[config.mk]
export PLATFORM = sky130hd
export DESIGN_NAME = hazard_scoreboard
export DESIGN_NICKNAME = d
export VERILOG_FILES = /design/src/rtl/hazard_pkg.sv /design/src/rtl/hazard_slot_pipe.sv /design/src/rtl/hazard_scoreboard.sv
export SDC_FILE = /design/constraint.sdc
export NUM_CORES = 1
export LEC_CHECK = 0
export CORE_UTILIZATION = 35
export DETAILED_ROUTE_END_ITERATION = 8
export MAX_ROUTING_LAYER = met4
export PLACE_DENSITY_LB_ADDON = 0.1
export SKIP_CTS_REPAIR_TIMING = 1
export SLEW_MARGIN = 5
export SYNTH_ARGS = -nofsm -noshare
export SYNTH_HDL_FRONTEND = slang
export SYNTH_SLANG_ARGS = --single-unit
[constraint.sdc]
create_clock -name clk -period 3.3 [get_ports clk]
set_input_delay 0.99 -clock clk [delete_from_list [all_inputs] [get_ports clk]]
set_output_delay 0.99 -clock clk [all_outputs]
set_load 0.01 [all_outputs]
[src/rtl/hazard_pkg.sv]
`default_nettype none
// ============================================================================
// Module      : hazard_pkg
// Description : Shared slot record, forward-select constant and slot helper
//               for the hazard scoreboard.
// Revision    : 1.0 - initial release
// ============================================================================
package hazard_pkg;

    localparam int c_DST_W_MAX = 8;
    localparam int FWD_RF      = 0;

    typedef struct packed {
        logic                   valid;
        logic [c_DST_W_MAX-1:0] dst;
        logic                   regwrite;
        logic                   is_load;
        logic                   pcwrite;
    } slot_t;

    // A writer seen in slot k while the consumer is in D sits in slot k+1 once the consumer reaches E.
    function automatic int sel_of(input int k);
        return k + 1;
    endfunction

endpackage
`default_nettype wire

[src/rtl/hazard_slot_pipe.sv]
`default_nettype none
// ============================================================================
// Module      : hazard_slot_pipe
// Description : Shift register of in-flight writers, E at index 0, W last.
// Revision    : 1.0 - initial release
// ============================================================================
module hazard_slot_pipe
    import hazard_pkg::*;
#(
    parameter int NSLOT = 3
) (
    input  logic                clk,
    input  logic                reset,
    input  logic                i_load_e,
    input  slot_t               i_slot,
    output slot_t [NSLOT-1:0]   o_slots
);

    slot_t [NSLOT-1:0] r_slots;

    always_ff @(posedge clk or negedge reset) begin
        if (!reset) begin
            r_slots <= '0;
        end else begin
            r_slots[0] <= i_load_e ? i_slot : '0;
            for (int k = 1; k < NSLOT; k++) begin
                r_slots[k] <= r_slots[k-1];
            end
        end
    end

    assign o_slots = r_slots;

endmodule
`default_nettype wire

[src/rtl/hazard_scoreboard.sv]
`default_nettype none
// ============================================================================
// Module      : hazard_scoreboard
// Description : Forwarding select, load-use stall, branch/PC-write flush and
//               stall-cycle counter for a pipeline with MEM_STAGES memory stages.
// Revision    : 1.0 - initial release
// ============================================================================
module hazard_scoreboard
    import hazard_pkg::*;
#(
    parameter  int RA_W       = 4,
    parameter  int NSRC       = 3,
    parameter  int MEM_STAGES = 1,
    localparam int NSLOT      = MEM_STAGES + 2,
    localparam int SEL_W      = $clog2(NSLOT)
) (
    input  logic                   clk,
    input  logic                   reset,
    input  logic                   validD,
    input  logic [NSRC*RA_W-1:0]   srcD,
    input  logic [NSRC-1:0]        src_useD,
    input  logic [RA_W-1:0]        dstD,
    input  logic                   regwriteD,
    input  logic                   is_loadD,
    input  logic                   pcwriteD,
    input  logic                   branch_takenE,
    output logic                   stallF,
    output logic                   stallD,
    output logic                   flushD,
    output logic                   flushE,
    output logic [NSRC*SEL_W-1:0]  fwd_selE,
    output logic [31:0]            stall_cnt
);

    slot_t [NSLOT-1:0]      w_slots;
    slot_t                  w_slot_d;
    logic [NSRC*SEL_W-1:0]  w_sel_d;
    logic [NSRC-1:0]        w_haz;
    logic                   w_ldstall;
    logic                   w_pcpend;
    logic                   w_pcw;
    logic                   w_load_e;
    logic [NSRC*SEL_W-1:0]  r_fwd_sel;
    logic [31:0]            r_stall_cnt;

    always_comb begin
        w_slot_d          = '0;
        w_slot_d.valid    = validD;
        w_slot_d.dst      = c_DST_W_MAX'(dstD);
        w_slot_d.regwrite = regwriteD;
        w_slot_d.is_load  = is_loadD;
        w_slot_d.pcwrite  = pcwriteD;
    end

    // Scan oldest to youngest so the youngest matching writer overrides.
    always_comb begin
        w_sel_d = '0;
        w_haz   = '0;
        for (int i = 0; i < NSRC; i++) begin
            for (int k = NSLOT - 1; k >= 0; k--) begin
                if (validD && src_useD[i] && w_slots[k].valid && w_slots[k].regwrite &&
                    (w_slots[k].dst == c_DST_W_MAX'(srcD[i*RA_W +: RA_W]))) begin
                    if (k == NSLOT - 1) begin
                        w_sel_d[i*SEL_W +: SEL_W] = SEL_W'(FWD_RF);
                        w_haz[i]                  = 1'b0;
                    end else begin
                        w_sel_d[i*SEL_W +: SEL_W] = SEL_W'(sel_of(k));
                        w_haz[i]                  = w_slots[k].is_load && (sel_of(k) < NSLOT - 1);
                    end
                end
            end
        end
    end

    always_comb begin
        w_pcpend = validD && pcwriteD;
        for (int k = 0; k < NSLOT - 1; k++) begin
            w_pcpend = w_pcpend || (w_slots[k].valid && w_slots[k].pcwrite);
        end
        w_pcw = w_slots[NSLOT-1].valid && w_slots[NSLOT-1].pcwrite;
    end

    assign w_ldstall = |w_haz;
    assign stallD    = w_ldstall && !branch_takenE;
    assign stallF    = stallD || w_pcpend;
    assign flushD    = branch_takenE || w_pcpend || w_pcw;
    assign flushE    = w_ldstall || branch_takenE;
    assign w_load_e  = !stallD && !flushE;

    hazard_slot_pipe #(
        .NSLOT (NSLOT)
    ) u_slot_pipe (
        .clk      (clk),
        .reset    (reset),
        .i_load_e (w_load_e),
        .i_slot   (w_slot_d),
        .o_slots  (w_slots)
    );

    always_ff @(posedge clk or negedge reset) begin
        if (!reset) begin
            r_fwd_sel   <= '0;
            r_stall_cnt <= '0;
        end else begin
            r_fwd_sel <= w_load_e ? w_sel_d : '0;
            if (stallD && (r_stall_cnt != 32'hFFFF_FFFF)) begin
                r_stall_cnt <= r_stall_cnt + 32'd1;
            end
        end
    end

    assign fwd_selE  = r_fwd_sel;
    assign stall_cnt = r_stall_cnt;

endmodule
`default_nettype wire

==> out/qor.txt <==
OUTCOME
----------------------------------------------------------------------------------------
Outcome ................................................................... finished with violations
Failing checks ............................................................ setup timing

SYNTH
----------------------------------------------------------------------------------------
Post-synthesis cell type with the largest combined area ................... sky130_fd_sc_hd__dfrtp_1
Share of Yosys cell area claimed by the top area cell type ................        51.8%
Average instance area after synthesis .....................................     11.2 µm²
Post-Synthesis Net Count ..................................................          265
Cell area after synthesis .................................................     2660 µm²
YS warnings ...............................................................            0
Flop and latch count out of synthesis .....................................           55
Sequential-to-total area share from yosys stat ............................        51.8%
Cells after synthesis .....................................................          238
Synth area leaders ........................................................ sky130_fd_sc_hd__dfrtp_1 52%, sky130_fd_sc_hd__xor2_1 15%, sky130_fd_sc_hd__nor3_1 3.6%
Synth unique cells ........................................................           33

TIMING
----------------------------------------------------------------------------------------
Final critical-path setup slack ...........................................   -0.0575 ns
Highest clock frequency the design can meet ...............................      298 MHz
Fin. Hold Viols ...........................................................            0
Worst slew margin relative to its limit ...................................        52.1%
Ratio of final minimum period to clock period .............................         102%
Clock tree skew after final layout ........................................   0.00919 ns
Unrepaired setup endpoints after global routing ...........................         true
Worst Max-Slew Pin Slew ...................................................     0.718 ns
Total count of max-transition violations in the final report ..............            0
Shortest clock period the worst path allows after layout ..................      3.36 ns
Number of setup violations in the final report ............................            1

PLACED DESIGN
----------------------------------------------------------------------------------------
Placer Congestion .........................................................        0.760
Placed cell areas .........................................................     3570 µm²
Port Buffer Count .........................................................           67
Placed instance count .....................................................          419
Pre-CTS setup slack .......................................................    -0.755 ns
Total half-perimeter wirelength after legalization and detailed placement .      4170 µm

PWR
----------------------------------------------------------------------------------------
Static leakage ............................................................      1.83 nW
Max VDD drop ..............................................................       238 µV
Power per Cell Area .......................................................   334 nW/µm²
Power, Total ..............................................................      1.25 mW

JOB
----------------------------------------------------------------------------------------
Max-cap violations ........................................................            0

CELLS AND AREA
----------------------------------------------------------------------------------------
Layout overhead on the synthesized area ...................................        40.5%
Final instance count without filler cells .................................          428
Number of fill cells in the layout ........................................          706
End-of-flow core utilization ..............................................        51.2%
Number of nets in the layout ..............................................          355
Final non-filler cell area ................................................     3730 µm²
Fraction of layout cells with a size suffix above 1 .......................        17.9%
Number of inserted diodes .................................................            0

ROUTE
----------------------------------------------------------------------------------------
Final WL ..................................................................      5740 µm
Vias per inst .............................................................         4.68
First-iteration detailed-routing DRC count ................................           84
DRC viols .................................................................            0
Pre-Repair DR Iteration Count .............................................            4
Antenna Nets Post-Route ...................................................            0
Total via count after detailed routing ....................................         2001
Wire per inst .............................................................      13.4 µm

DIE
----------------------------------------------------------------------------------------
Initial cell density of the core ..........................................        36.4%
Die boundary height .......................................................      89.1 µm
Number of primary I/O pins ................................................           68
Core Rows .................................................................           31
Core area .................................................................     7290 µm²
DIE WIDTH .................................................................      89.1 µm
Die ar. ...................................................................     7940 µm²

GLOBAL ROUTE
----------------------------------------------------------------------------------------
Vias in the first global route ............................................         1963
Initial antenna violation count ...........................................            0
Wire length of the first global-routing pass ..............................      9360 µm
Largest net degree at the start of global routing .........................           56
Total GRT Usage ...........................................................        16.0%
Total gr overflow .........................................................            0

CLOCKING
----------------------------------------------------------------------------------------
Clock slew at reported path FFs ...........................................      0.09 ns
Clock Tree Root ........................................................... sky130_fd_sc_hd__clkbuf_8
Maximum level of the CTS H-tree ...........................................            2
Deepest clock path buffer count ...........................................            2
TritonCTS Buffers .........................................................            5
Later-pin clock latency in the skew report ................................      0.31 ns
TritonCTS clock tree ......................................................          yes
Sink count of the clock tree ..............................................           55

SETUP PATH
----------------------------------------------------------------------------------------
Critical-path top delay cell .............................................. sky130_fd_sc_hd__clkdlybuf4s50_1
Worst-case reg-to-reg path depth ..........................................            6
Maximum fanout along the worst path .......................................            4
Type of element launching the critical path ...............................    input pin
Endpoint class of the critical path .......................................  output port
Worst setup path category ................................................. input pin to output port
CP peak stage delay .......................................................      0.42 ns
WP data arrival ...........................................................      2.37 ns
CP Cell Sequence .......................................................... clkdlybuf4s50_1 -> nand4_1 -> nor3_2 -> buf_4 -> or3_4 -> a21oi_4 -> inv_2 -> clkbuf_2
Data required, critical path ..............................................      2.31 ns

MIN PATH
----------------------------------------------------------------------------------------
Worst hold path type ...................................................... flip-flop to flip-flop
Cell depth of the worst min-delay path ....................................            0

## Yosys cell counts
library cell               instances
sky130_fd_sc_hd__nor3b_1           3
sky130_fd_sc_hd__inv_2             1
sky130_fd_sc_hd__nor2_1           10
sky130_fd_sc_hd__nand4_2           1
sky130_fd_sc_hd__nor3_2            1
sky130_fd_sc_hd__xor2_1           44
sky130_fd_sc_hd__nand3_1          16
sky130_fd_sc_hd__nor4_4            2
sky130_fd_sc_hd__and2_1           11
sky130_fd_sc_hd__nand4_1           8
sky130_fd_sc_hd__buf_2             3
sky130_fd_sc_hd__or3_1             1
sky130_fd_sc_hd__o311ai_4          1
sky130_fd_sc_hd__o21ba_2           1
sky130_fd_sc_hd__dfrtp_1          55
sky130_fd_sc_hd__inv_1             3
sky130_fd_sc_hd__nor4_1            8
sky130_fd_sc_hd__buf_6             1
sky130_fd_sc_hd__xnor2_1          10
sky130_fd_sc_hd__clkbuf_1          1
sky130_fd_sc_hd__and3_1            5
sky130_fd_sc_hd__a222oi_1          1
sky130_fd_sc_hd__nor4b_1           1
sky130_fd_sc_hd__nand2_1          18
sky130_fd_sc_hd__buf_4             1
sky130_fd_sc_hd__a21oi_1           2
sky130_fd_sc_hd__a21oi_2           1
sky130_fd_sc_hd__and3_4            1
sky130_fd_sc_hd__nor4_2            5
sky130_fd_sc_hd__nor3_1           19
sky130_fd_sc_hd__o21ai_2           1
sky130_fd_sc_hd__ha_1              1
sky130_fd_sc_hd__mux2_2            1
## worst paths after layout
path | from | to | slack (ns)
hold reg to reg | u_slot_pipe.o_slots[0] | u_slot_pipe.o_slots[12] | 0.39
hold / removal | u_slot_pipe.o_slots[0] | u_slot_pipe.o_slots[12] | 0.39
min in group asynchronous | reset | stall_cnt[27] | 0.79
setup / recovery | src_useD[0] | flushE | -0.06
setup reg to reg | stall_cnt[25] | stall_cnt[23] | 1.03
max in group asynchronous | reset | fwd_selE[3] | 2.02
## routing by layer
metal  vias to the layer above  part of all wire, %  wire [µm]  global-route usage, %
met2                        46                   50       2850                   26.2
met5                         -                    0          0                      -
met1                       953                   46       2630                   20.4
met3                         5                  3.4        195                   2.40
met4                         0                  1.1         66                   5.19
li1                        997                    -          -                      -
## registers in the layout (all words and copies together), names as in the netlist
name / count
fwd_selE: 6
stall_cnt: 32
u_slot_pipe.o_slots: 17
## through the flow
| step | setup TNS, ns | hold WS, ns |
|---|---|---|
| floorplan | 0 | 0.354 |
| finish | -0.0575 | 0.388 |
| global placement | -2.32 | 0.362 |
| global route | -0.141 | 0.408 |
| detailed placement | -2.27 | 0.366 |
| CTS | -2.27 | 0.389 |
## critical path: cells and delay by family
kind | cells | cell delay [ns]
compound gates | 1 | 0.14
buf+inv | 4 | 0.74
simple gates | 3 | 0.50
## layout by cell type, fill, tap and decap left out, drive strengths merged, types with 2 or more instances in the layout
master / n
dfrtp: 55
clkdlybuf4s50: 47
xor2: 44
buf: 23
nor3: 20
nand2: 18
nand3: 16
nor4: 15
dlymetal6s2s: 13
and2: 11
clkbuf: 11
xnor2: 10
nor2: 10
nand4: 9
and3: 6
inv: 4
nor3b: 3
a21oi: 3
clkinv: 2
## power by group
part | internal (mW) | switching [mW] | total (mW)
sequential | 0.684 | 0.0120 | 0.696
combinational | 0.0572 | 0.0469 | 0.104
clock | 0.226 | 0.220 | 0.446
total | 0.968 | 0.279 | 1.25
## area by class of cell
| class | instances | area (µm²) | share of cell area, % |
|---|---|---|---|
| sequential | 55 | 1380 | 36.9 |
| inverter | 4 | 15.0 | 0.402 |
| timing repair buffer | 89 | 833 | 22.3 |
| multi-input combinational | 173 | 1270 | 34.1 |
| clock buffer | 5 | 68.8 | 1.84 |
| clock inverter | 3 | 43.8 | 1.17 |
| tap | 99 | 124 | 3.32 |
## cell families (layout without fill, tap and decap cells)
kind of cell    Yosys count  in the layout  share of synthesized area, %
compound gates            7              7                          2.78
xor+xnor                 54             54                          17.8
fa+ha+maj                 1              1                         0.471
buf+inv                  10            101                          1.98
flops                    55             55                          51.8
mux                       1              1                         0.424
simple gates            110            110                          24.7
(Power assumes the default switching activity.)
